==> src/rtl/alarm_timer_pkg.sv <==
// Shared definitions for the car-alarm countdown timer: FSM state encoding
// and the default width of the seconds counter.
package alarm_timer_pkg;

  localparam int VALUE_W_DEF = 4;

  typedef enum logic [1:0] {
    IDLE  = 2'b00,
    COUNT = 2'b01,
    DONE  = 2'b10
  } timer_state_t;

endpackage

==> src/rtl/alarm_countdown_timer_one_hz_prescaler.sv <==
// one_hz_prescaler: free-running 0..CLK_FREQ_HZ-1 prescaler that produces the
// internal seconds tick, the registered 1 Hz / 0.5 Hz enable strobes and the
// status LED blink level. A synchronous restart forces the prescaler to 0 so a
// freshly started countdown begins on an exact second boundary; the strobe is
// suppressed in that cycle and the global strobes re-phase from there.
module one_hz_prescaler #(
  parameter int CLK_FREQ_HZ = 50000000
) (
  input  logic clock,
  input  logic reset,
  input  logic restart,
  output logic tick,
  output logic one_hz_enable,
  output logic half_hz_enable,
  output logic status_blink
);

  localparam int PRE_W = (CLK_FREQ_HZ > 2) ? $clog2(CLK_FREQ_HZ) : 1;
  localparam logic [PRE_W-1:0] PRE_MAX = PRE_W'(CLK_FREQ_HZ - 1);

  logic [PRE_W-1:0] prescaler;
  logic             blink_tog;

  // Terminal count of the prescaler marks the end of each second.
  assign tick         = (prescaler == PRE_MAX);
  assign status_blink = blink_tog;

  // Prescaler, half-Hz toggle and registered strobes.
  always_ff @(posedge clock or posedge reset) begin
    if (reset) begin
      prescaler      <= '0;
      blink_tog      <= 1'b0;
      one_hz_enable  <= 1'b0;
      half_hz_enable <= 1'b0;
    end else if (restart) begin
      prescaler      <= '0;
      one_hz_enable  <= 1'b0;
      half_hz_enable <= 1'b0;
    end else if (tick) begin
      prescaler      <= '0;
      one_hz_enable  <= 1'b1;
      half_hz_enable <= blink_tog;
      blink_tog      <= ~blink_tog;
    end else begin
      prescaler      <= prescaler + PRE_W'(1);
      one_hz_enable  <= 1'b0;
      half_hz_enable <= 1'b0;
    end
  end

endmodule

==> src/rtl/alarm_countdown_timer.sv <==
// alarm_countdown_timer: seconds-based countdown for the car-alarm FSM.
// A rising edge on start_timer loads `value` and counts it down once per
// second; `expired` is held high once the count reaches 0 until start_timer
// drops. Also exports the 1 Hz / 0.5 Hz strobes and the status LED blink.
// Optional: define TIMER_REMAINING_EN to expose the live seconds counter on
// the `remaining` output.
module alarm_countdown_timer
  import alarm_timer_pkg::*;
#(
  parameter int CLK_FREQ_HZ = 50000000,
  parameter int VALUE_W     = VALUE_W_DEF
) (
  input  logic               clock,
  input  logic               reset,
  input  logic [VALUE_W-1:0] value,
  input  logic               start_timer,
  output logic               expired,
  output logic               one_hz_enable,
  output logic               half_hz_enable,
`ifdef TIMER_REMAINING_EN
  output logic               status_blink,
  output logic [VALUE_W-1:0] remaining
`else
  output logic               status_blink
`endif
);

  timer_state_t       state;
  logic [VALUE_W-1:0] seconds;
  logic               start_d;
  logic               start_rise;
  logic               tick;

  // A restart is recognised only on the sampled low-to-high transition, so a
  // held start never retriggers.
  assign start_rise = start_timer & ~start_d;

`ifdef TIMER_REMAINING_EN
  assign remaining = seconds;
`endif

  one_hz_prescaler #(
    .CLK_FREQ_HZ(CLK_FREQ_HZ)
  ) u_prescaler (
    .clock         (clock),
    .reset         (reset),
    .restart       (start_rise),
    .tick          (tick),
    .one_hz_enable (one_hz_enable),
    .half_hz_enable(half_hz_enable),
    .status_blink  (status_blink)
  );

  // Countdown FSM: abort on start low, restart on start rise, else count.
  always_ff @(posedge clock or posedge reset) begin
    if (reset) begin
      state   <= IDLE;
      seconds <= '0;
      expired <= 1'b0;
      start_d <= 1'b0;
    end else begin
      start_d <= start_timer;
      if (!start_timer) begin
        state   <= IDLE;
        seconds <= '0;
        expired <= 1'b0;
      end else if (start_rise) begin
        if (value == '0) begin
          state   <= DONE;
          seconds <= '0;
          expired <= 1'b1;
        end else begin
          state   <= COUNT;
          seconds <= value;
          expired <= 1'b0;
        end
      end else begin
        case (state)
          IDLE: begin
            seconds <= '0;
            expired <= 1'b0;
          end
          COUNT: begin
            if (tick) begin
              // The last second lands directly in DONE; the counter
              // never wraps below zero.
              if (seconds <= VALUE_W'(1)) begin
                state   <= DONE;
                seconds <= '0;
                expired <= 1'b1;
              end else begin
                seconds <= seconds - VALUE_W'(1);
              end
            end
          end
          DONE: begin
            seconds <= '0;
            expired <= 1'b1;
          end
          default: begin
            state   <= IDLE;
            seconds <= '0;
            expired <= 1'b0;
          end
        endcase
      end
    end
  end

endmodule

==> config.mk <==
export PLATFORM = sky130hd
export DESIGN_NAME = alarm_countdown_timer
export DESIGN_NICKNAME = d
export VERILOG_FILES = /design/src/rtl/alarm_timer_pkg.sv /design/src/rtl/alarm_countdown_timer_one_hz_prescaler.sv /design/src/rtl/alarm_countdown_timer.sv
export SDC_FILE = /design/constraint.sdc
export NUM_CORES = 1
export LEC_CHECK = 0
export BUFFER_PORTS_ARGS = -buffer_cell sky130_fd_sc_hd__buf_2
export CAP_MARGIN = 20
export CORE_MARGIN = 8
export CORE_UTILIZATION = 55
export DETAILED_ROUTE_END_ITERATION = 10
export MAX_ROUTING_LAYER = met4
export PLACE_DENSITY = 0.73
export SLEW_MARGIN = 10
export SYNTH_ARGS = -nofsm -noshare
export SYNTH_HDL_FRONTEND = slang
export SYNTH_SLANG_ARGS = --single-unit
==> constraint.sdc <==
create_clock -name clock -period 4.2 [get_ports clock]
set_input_delay 0 -clock clock [delete_from_list [all_inputs] [get_ports clock]]
set_output_delay 0 -clock clock [all_outputs]
set_load 0.01 [all_outputs]
==> key figures, run 1 <==
Floorplan
  – Die span in y: 75.9 um
  – Placeable core region: 3390 um^2
  – Row count: 21
  – Die W: 75.9 um
  – Starting utilization of the core area: 0.582
  – Die area: 5760 um^2
  – Top-level I/O count: 11

Timing
  – Pin slew with the least headroom to its limit: 842 ps
  – Hold Slack: 276 ps
  – Final critical path time including I/O delays and setup: 2330 ps
  – Fmax: 0.430 GHz
  – Max-Slew Margin vs Limit: 0.439
  – Setup repair after global routing missed its margin: no
  – Slew Viols, Final: 0
  – Post-route setup TNS: 0 ps
  – Crit path setup slack, layout: 1870 ps
  – Hold Violations, Final: 0
  – Final number of setup-violating endpoints: 0
  – Final critical-path share of the clock period: 0.554
  – Clock Skew: 9.92 ps

Detailed routing
  – Antenna-violating nets left: 0
  – Detailed-route wire length on metal 1: 1720 um
  – Metal2 WL: 1880 um
  – Routed vias: 1443
  – Routed via count divided by cell count: 5.53
  – Routed wirelength normalized by instance count: 14.5 um
  – DR top layer: met4
  – TritonRoute pass-1 iters: 4
  – Routed length on met3: 126 um
  – Drc violations: 0
  – DRT iter0 DRCs: 37
  – Overall routed net length: 3790 um

Layout
  – Share of final-layout standard cells stronger than drive strength 1: 0.149
  – Core occupancy in the finished layout: 0.652
  – Fin nets: 226
  – Diode insertion count for antenna repair: 0
  – Count of filler cells inserted in the layout: 300
  – Synthesis-to-finish area growth: 12.0%

Critical path
  – Series of cell instances along the critical path: nor4_1 > nand4_1 > nor3_4 > or2_1 > nor2_1
  – Largest stage delay on the critical path: 700 ps
  – CP delay by family, top: simple AND/OR/NAND/NOR gates
  – Crit. Startpoint: u_prescaler.prescaler[18]$_DFF_PP0_
  – Required time at the endpoint of the critical path: 4400 ps
  – Data arrival time of the critical path: 2520 ps
  – Kind of launch point of the worst setup path: register
  – CP endpoint kind: register
  – Maximum fanout along the worst path: 24
  – Combined buffer and inverter count along the critical path: 0
  – Internal reg-to-reg setup slack: 1870 ps
  – Worst reg2reg path startpoint: u_prescaler.prescaler[18]$_DFF_PP0_
  – Reg2reg path depth: 5
  – Reg-to-reg critical path endpoint: u_prescaler.prescaler[21]$_DFF_PP0_
  – WS Path Type: register to register
  – Library cell contributing the largest single delay on the critical path: sky130_fd_sc_hd__or2_1

CTS
  – CTS Buf Count: 5
  – CTS sink count: 37
  – Clock-pin slew on the worst setup and hold paths: 120 ps
  – Clk_lat worst skew: 350 ps
  – Deepest clock path buffer count: 2
  – Buffer cell driving the clock tree root: sky130_fd_sc_hd__clkbuf_4
  – CTS H-tree lvls: 2
  – Number of instances resized during post-cts repair: 0
  – Clock tree from TritonCTS: done

Synth
  – Post-synth design cell area: 1970 um^2
  – Yosys warning total: 0
  – Sequential area share after synthesis: 0.469
  – Synth Instances: 195
  – Average cell area after synthesis: 10.1 um^2
  – Number of nets in the synthesized netlist: 207
  – Total of flip-flops plus latches after synthesis: 37
  – Number of distinct library cells after synthesis: 43

Power
  – Power density of the placed cells: 335 nW/um^2
  – VDD IR-drop max: 0.187 mV
  – Total design power: 741 uW
  – P_leak: 0.996 nW

Global route
  – GRT overflow: 0
  – Number of global-route vias before repair: 1467
  – All-layer global routing usage: 0.159
  – Global-route wire length before repair: 6690 um
  – Maximum number of pins on one net before global-route repair: 38
  – Antenna violations before repair: 0

Place
  – Number of port buffers: 10
  – Worst slack, placed: 1870 ps
  – GP Congestion: 0.791
  – DP Wirelength: 2720 um

Flow run
  – Maxcap violations: 0

Worst hold path
  – Path class of the lowest-slack min-delay path: input pin to asynchronous set/reset pin

Status
  – Status: finished, final reports clean
-- cell type report --
| type | instances | area (um^2) | share of cell area |
|---|---|---|---|
| inverters | 7 | 26.3 | 0.0119 |
| well taps | 46 | 57.6 | 0.0260 |
| clock inverters | 2 | 37.5 | 0.0170 |
| flip-flops and latches | 37 | 926 | 0.419 |
| clock buffers | 6 | 51.3 | 0.0232 |
| repair buffers | 17 | 118 | 0.0532 |
| multi-input cells | 146 | 993 | 0.450 |
-- routing by layer --
layer	up-vias	track usage
li1	710	-
met2	21	0.260
met3	8	0.0447
met4	0	0.0618
met5	-	-
met1	704	0.178
-- power by group --
part	total (mW)	internal [mW]	leakage [nW]	switching [mW]
registers	0.404	0.375	0.503	0.0285
logic	0.0755	0.0334	0.449	0.0422
clock network	0.262	0.141	0.0445	0.121
total	0.741	0.550	0.996	0.191
-- state kept, by name, indices dropped and copies added, names as in the netlist --
signal / count
u_prescaler.status_blink: 1
state: 2
seconds: 4
u_prescaler.prescaler: 26
expired: 1
start_d: 1
u_prescaler.half_hz_enable: 1
u_prescaler.one_hz_enable: 1
-- metrics by stage --
stage,instances,area (um^2)
after detailed placement,247,2060
final,261,2210
after CTS,261,2210
after floorplan,195,1970
after global placement,247,2060
after global routing,261,2210
-- Yosys cell counts, drive strengths merged --
cell type  number  area share
dfrtp          37        0.47
nor2           33       0.064
xor2           17       0.075
nand2          15       0.030
nand3          11       0.028
nand4           8       0.033
xnor2           8       0.036
inv             7       0.013
mux2i           6       0.030
nor3            6       0.023
ha              5       0.032
and4            4       0.018
a21oi           3      0.0076
and3            3      0.0095
buf             3       0.010
nor4            3       0.020
o21ai           3      0.0076
or2             3      0.0095
and2            2      0.0063
clkbuf          2      0.0038
nand3b          2      0.0076
nor2b           2      0.0063
nor4bb          2       0.010
or4             2      0.0095
a211oi          1      0.0038
a21boi          1      0.0038
a22o            1      0.0044
a2bb2oi         1      0.0044
mux2            1      0.0057
nand4bb         1      0.0057
nor3b           1      0.0038
nor4b           1      0.0076
-- worst max-delay path by stage --
stage / cells past startpoint / slack, ps / end
6_report: 5 / 1870 / u_prescaler.prescaler[21]$_DFF_PP0_
5_1_grt: 5 / 1700 / u_prescaler.prescaler[21]$_DFF_PP0_
4_1_cts: 5 / 1830 / u_prescaler.prescaler[21]$_DFF_PP0_
3_5_place_dp: 5 / 1870 / u_prescaler.prescaler[18]$_DFF_PP0_
3_3_place_gp: 5 / 2000 / u_prescaler.prescaler[15]$_DFF_PP0_
2_1_floorplan: 7 / 2540 / u_prescaler.prescaler[18]$_DFF_PP0_
-- worst min-delay path, cell delays in order --
cell                            delay (ps)
sky130_fd_sc_hd__dlygate4sd3_1         530
sky130_fd_sc_hd__buf_2                 120
sky130_fd_sc_hd__inv_1                  40
sky130_fd_sc_hd__buf_4                 400
-- what timing repair did --
item,in CTS,in global routing
setup endpoints to repair,0,0
hold buffers,6,0
setup buffers,0,0
endpoints found under the hold margin,43,0
-- logic make-up (layout without fill, tap and decap cells) --
group	after synthesis	in the layout	synth area share
simple gates	99	99	0.293
flops	37	37	0.469
xor+xnor	25	25	0.111
buf+inv	12	32	0.0273
compound gates	10	10	0.0317
mux	7	7	0.0361
fa+ha+maj	5	5	0.0317
-- placed cells by master (no fill, tap or decap), types with 5 or more instances in the layout --
cell / count
sky130_fd_sc_hd__nand3_1: 11
sky130_fd_sc_hd__xnor2_1: 8
sky130_fd_sc_hd__dfrtp_1: 37
sky130_fd_sc_hd__inv_1: 7
sky130_fd_sc_hd__nand2_1: 14
sky130_fd_sc_hd__mux2i_1: 6
sky130_fd_sc_hd__nand4_1: 7
sky130_fd_sc_hd__clkbuf_4: 5
sky130_fd_sc_hd__nor2_1: 32
sky130_fd_sc_hd__dlygate4sd3_1: 6
sky130_fd_sc_hd__buf_2: 10
sky130_fd_sc_hd__xor2_1: 17
sky130_fd_sc_hd__ha_1: 5
Note: power is estimated with default switching activity, not from simulation.
==> run 2, diff against run 1 <==
==> constraint.sdc (replaced) <==
create_clock -name clock -period 2.4 [get_ports clock]
set_input_delay 0 -clock clock [delete_from_list [all_inputs] [get_ports clock]]
set_output_delay 0 -clock clock [all_outputs]
set_load 0.01 [all_outputs]
==> key figures, run 2 (synthesized netlist as in run 1, its figures left out) <==
Critical path
  – Data arrival time of the critical path: 2200 ps (was 2520 ps)
  – Reg2reg path depth: 6 (was 5)
  – Largest stage delay on the critical path: 440 ps (was 700 ps)
  – Library cell contributing the largest single delay on the critical path: sky130_fd_sc_hd__dfrtp_1 (was sky130_fd_sc_hd__or2_1)
  – CP endpoint kind: register (unchanged)
  – Required time at the endpoint of the critical path: 2620 ps (was 4400 ps)
  – WS Path Type: register to register (unchanged)
  – Maximum fanout along the worst path: 24 (unchanged)
  – Kind of launch point of the worst setup path: register (unchanged)
  – Series of cell instances along the critical path: nor4_1 > nand4_1 > nor3_4 > or2_1 > buf_4 > nor2_1 (was nor4_1 > nand4_1 > nor3_4 > or2_1 > nor2_1)

Layout
  – Highest-count cells in the layout ignoring fill and taps: sky130_fd_sc_hd__dfrtp_1 (37), sky130_fd_sc_hd__nor2_1 (32), sky130_fd_sc_hd__xor2_1 (17), sky130_fd_sc_hd__nand2_1 (14), sky130_fd_sc_hd__nand3_1 (11) (unchanged)
  – Top register by number of flip-flops: u_prescaler.prescaler (unchanged)
  – Multi-input logic area: 993 um^2 (unchanged)
  – Core occupancy in the finished layout: 0.648 (was 0.652)
  – Synthesis-to-finish area growth: 11.3% (was 12.0%)
  – Share of final-layout standard cells stronger than drive strength 1: 0.157 (was 0.149)
  – Flip-flop count of the largest register, all copies and words added: 26 (unchanged)
  – Count of filler cells inserted in the layout: 266 (was 300)
  – Area of all sequential standard cells: 926 um^2 (unchanged)
  – Most frequent standard cell in the layout excluding fill and tap cells: sky130_fd_sc_hd__dfrtp_1 (unchanged)
  – Fin nets: 227 (was 226)
  – Largest registers ranked by flip-flop count: u_prescaler.prescaler x26, seconds x4, state x2 (unchanged)
  – Diode insertion count for antenna repair: 0 (unchanged)

Power
  – Portion of total power attributed to sequential cells: 0.586 (was 0.545)
  – Total design power: 1.21 mW (was 741 uW)
  – Power density of the placed cells: 550 nW/um^2 (was 335 nW/um^2)
  – Sw frac: 0.266 (was 0.258)
  – P_leak: 0.999 nW (was 0.996 nW)
  – Relative contribution of the clock network to total power: 0.303 (was 0.353)
  – VDD IR-drop max: 0.390 mV (was 0.187 mV)
  – Part of the total power dissipated in combinational logic: 0.111 (was 0.102)
  – Reported net switching power: 321 uW (was 191 uW)
  – Power Internal: 886 uW (was 550 uW)

CTS
  – Number of instances resized during post-cts repair: 0 (unchanged)
  – Post CTS Setup Buffer Count: 0 (unchanged)
  – Buffer cell driving the clock tree root: sky130_fd_sc_hd__clkbuf_4 (unchanged)
  – Post-cts hold buffer count: 5 (was 6)
  – CTS H-tree lvls: 2 (unchanged)
  – Clock-pin slew on the worst setup and hold paths: 100 ps (was 120 ps)
  – Clock tree from TritonCTS: done (unchanged)
  – CTS Buf Count: 5 (unchanged)
  – Clk_lat worst skew: 350 ps (about the same)
  – Deepest clock path buffer count: 2 (unchanged)
  – CTS sink count: 37 (unchanged)

Place
  – GP Congestion: 0.821 (was 0.791)
  – Worst slack, placed: 484 ps (was 1870 ps)
  – DP Wirelength: 2680 um (was 2720 um)
  – Number of port buffers: 10 (unchanged)

Timing
  – Fmax: 0.505 GHz (was 0.430 GHz)
  – Slew Viols, Final: 0 (unchanged)
  – Final number of setup-violating endpoints: 0 (unchanged)
  – Post-route setup TNS: 0 ps (unchanged)
  – Clock Skew: 17.0 ps (was 9.92 ps)
  – Pin slew with the least headroom to its limit: 464 ps (was 842 ps)
  – Setup repair after global routing missed its margin: no (unchanged)
  – Max-Slew Margin vs Limit: 0.688 (was 0.439)
  – Hold Violations, Final: 0 (unchanged)
  – Crit path setup slack, layout: 421 ps (was 1870 ps)
  – Final critical-path share of the clock period: 0.825 (was 0.554)
  – Final critical path time including I/O delays and setup: 1980 ps (was 2330 ps)

Detailed routing
  – Routed wirelength normalized by instance count: 14.5 um (about the same)
  – TritonRoute pass-1 iters: 4 (unchanged)
  – Routed vias: 1465 (was 1443)
  – Routed via count divided by cell count: 5.59 (was 5.53)
  – Overall routed net length: 3810 um (was 3790 um)
  – DRT iter0 DRCs: 56 (was 37)
  – Drc violations: 0 (unchanged)
  – Antenna-violating nets left: 0 (unchanged)

Worst hold path
  – Worst Hold Depth: 4
  – Path class of the lowest-slack min-delay path: input pin to register (was input pin to asynchronous set/reset pin)

Floorplan
  – Top-level I/O count: 11 (unchanged)
  – Die span in y: 75.9 um (unchanged)
  – Row count: 21 (unchanged)
  – Die area: 5760 um^2 (unchanged)
  – Placeable core region: 3390 um^2 (unchanged)
  – Die W: 75.9 um (unchanged)
  – Starting utilization of the core area: 0.582 (unchanged)

Global route
  – Global-route wire length before repair: 6770 um (was 6690 um)
  – All-layer global routing usage: 0.161 (was 0.159)
  – Number of global-route vias before repair: 1552 (was 1467)
  – GRT overflow: 0 (unchanged)
  – Antenna violations before repair: 0 (unchanged)
  – Maximum number of pins on one net before global-route repair: 38 (unchanged)

Status
  – Status: finished, final reports clean (unchanged)

Flow run
  – Maxcap violations: 0 (unchanged)
-- run 2: cell types whose count changed in the layout (fill, tap and decap cells not counted), sizes merged --
| cell | previous run | this run |
|---|---|---|
| clkinvlp | 1 | 0 |
| clkbuf | 6 | 7 |
| bufinv | 1 | 0 |
| dlygate4sd3 | 6 | 5 |
| clkinv | 0 | 1 |
| buf | 11 | 13 |
-- run 2: critical path: cells and delay by family (launching register included) --
kind / cells / cell delay, ps
buf+inv: 1 / 260
flops: 1 / 440
simple gates: 5 / 1160
-- run 2: final cells by class --
class                      count  share of cell area
clock buffer                   7              0.0296
inverter                       7              0.0120
sequential                    37               0.422
clock inverter                 1             0.00228
tap                           46              0.0262
multi-input combinational    146               0.452
timing repair buffer          18              0.0558
-- run 2: final timing paths --
path	from	endpoint	slack, ps
max in group asynchronous	reset	u_prescaler.prescaler[11]$_DFF_PP0_	1770
worst max register to register	u_prescaler.prescaler[18]$_DFF_PP0_	u_prescaler.prescaler[10]$_DFF_PP0_	420
min in group asynchronous	reset	u_prescaler.prescaler[25]$_DFF_PP0_	300
worst max-delay path	u_prescaler.prescaler[18]$_DFF_PP0_	u_prescaler.prescaler[10]$_DFF_PP0_	420
worst min register to register	u_prescaler.status_blink$_DFFE_PP0P_	u_prescaler.status_blink$_DFFE_PP0P_	500
worst min-delay path	value[3]	seconds[3]$_DFFE_PP0P_	30
-- run 2: layer usage --
layer | track usage | wire [um]
met1 | 0.177 | 1710
met2 | 0.269 | 1920
met3 | 0.0461 | 126
met4 | 0.0597 | 53
met5 | - | 0
-- run 2: power by group through the flow --
stage	clock (mW)	sequential (mW)	combinational (mW)
global placement	0	0.716	0.124
detailed placement	0	0.719	0.130
global route	0.403	0.715	0.156
finish	0.366	0.708	0.134
CTS	0.379	0.707	0.137
floorplan	0	0.710	0.0982
-- run 2: through the flow --
step / cell area, um^2 / hold WS, ps / cells
finish: 2200 / 28.9 / 262
CTS: 2200 / 14.7 / 262
global placement: 2080 / 121 / 249
detailed placement: 2080 / 132 / 249
floorplan: 1970 / 31.4 / 195
global route: 2200 / 43.9 / 262
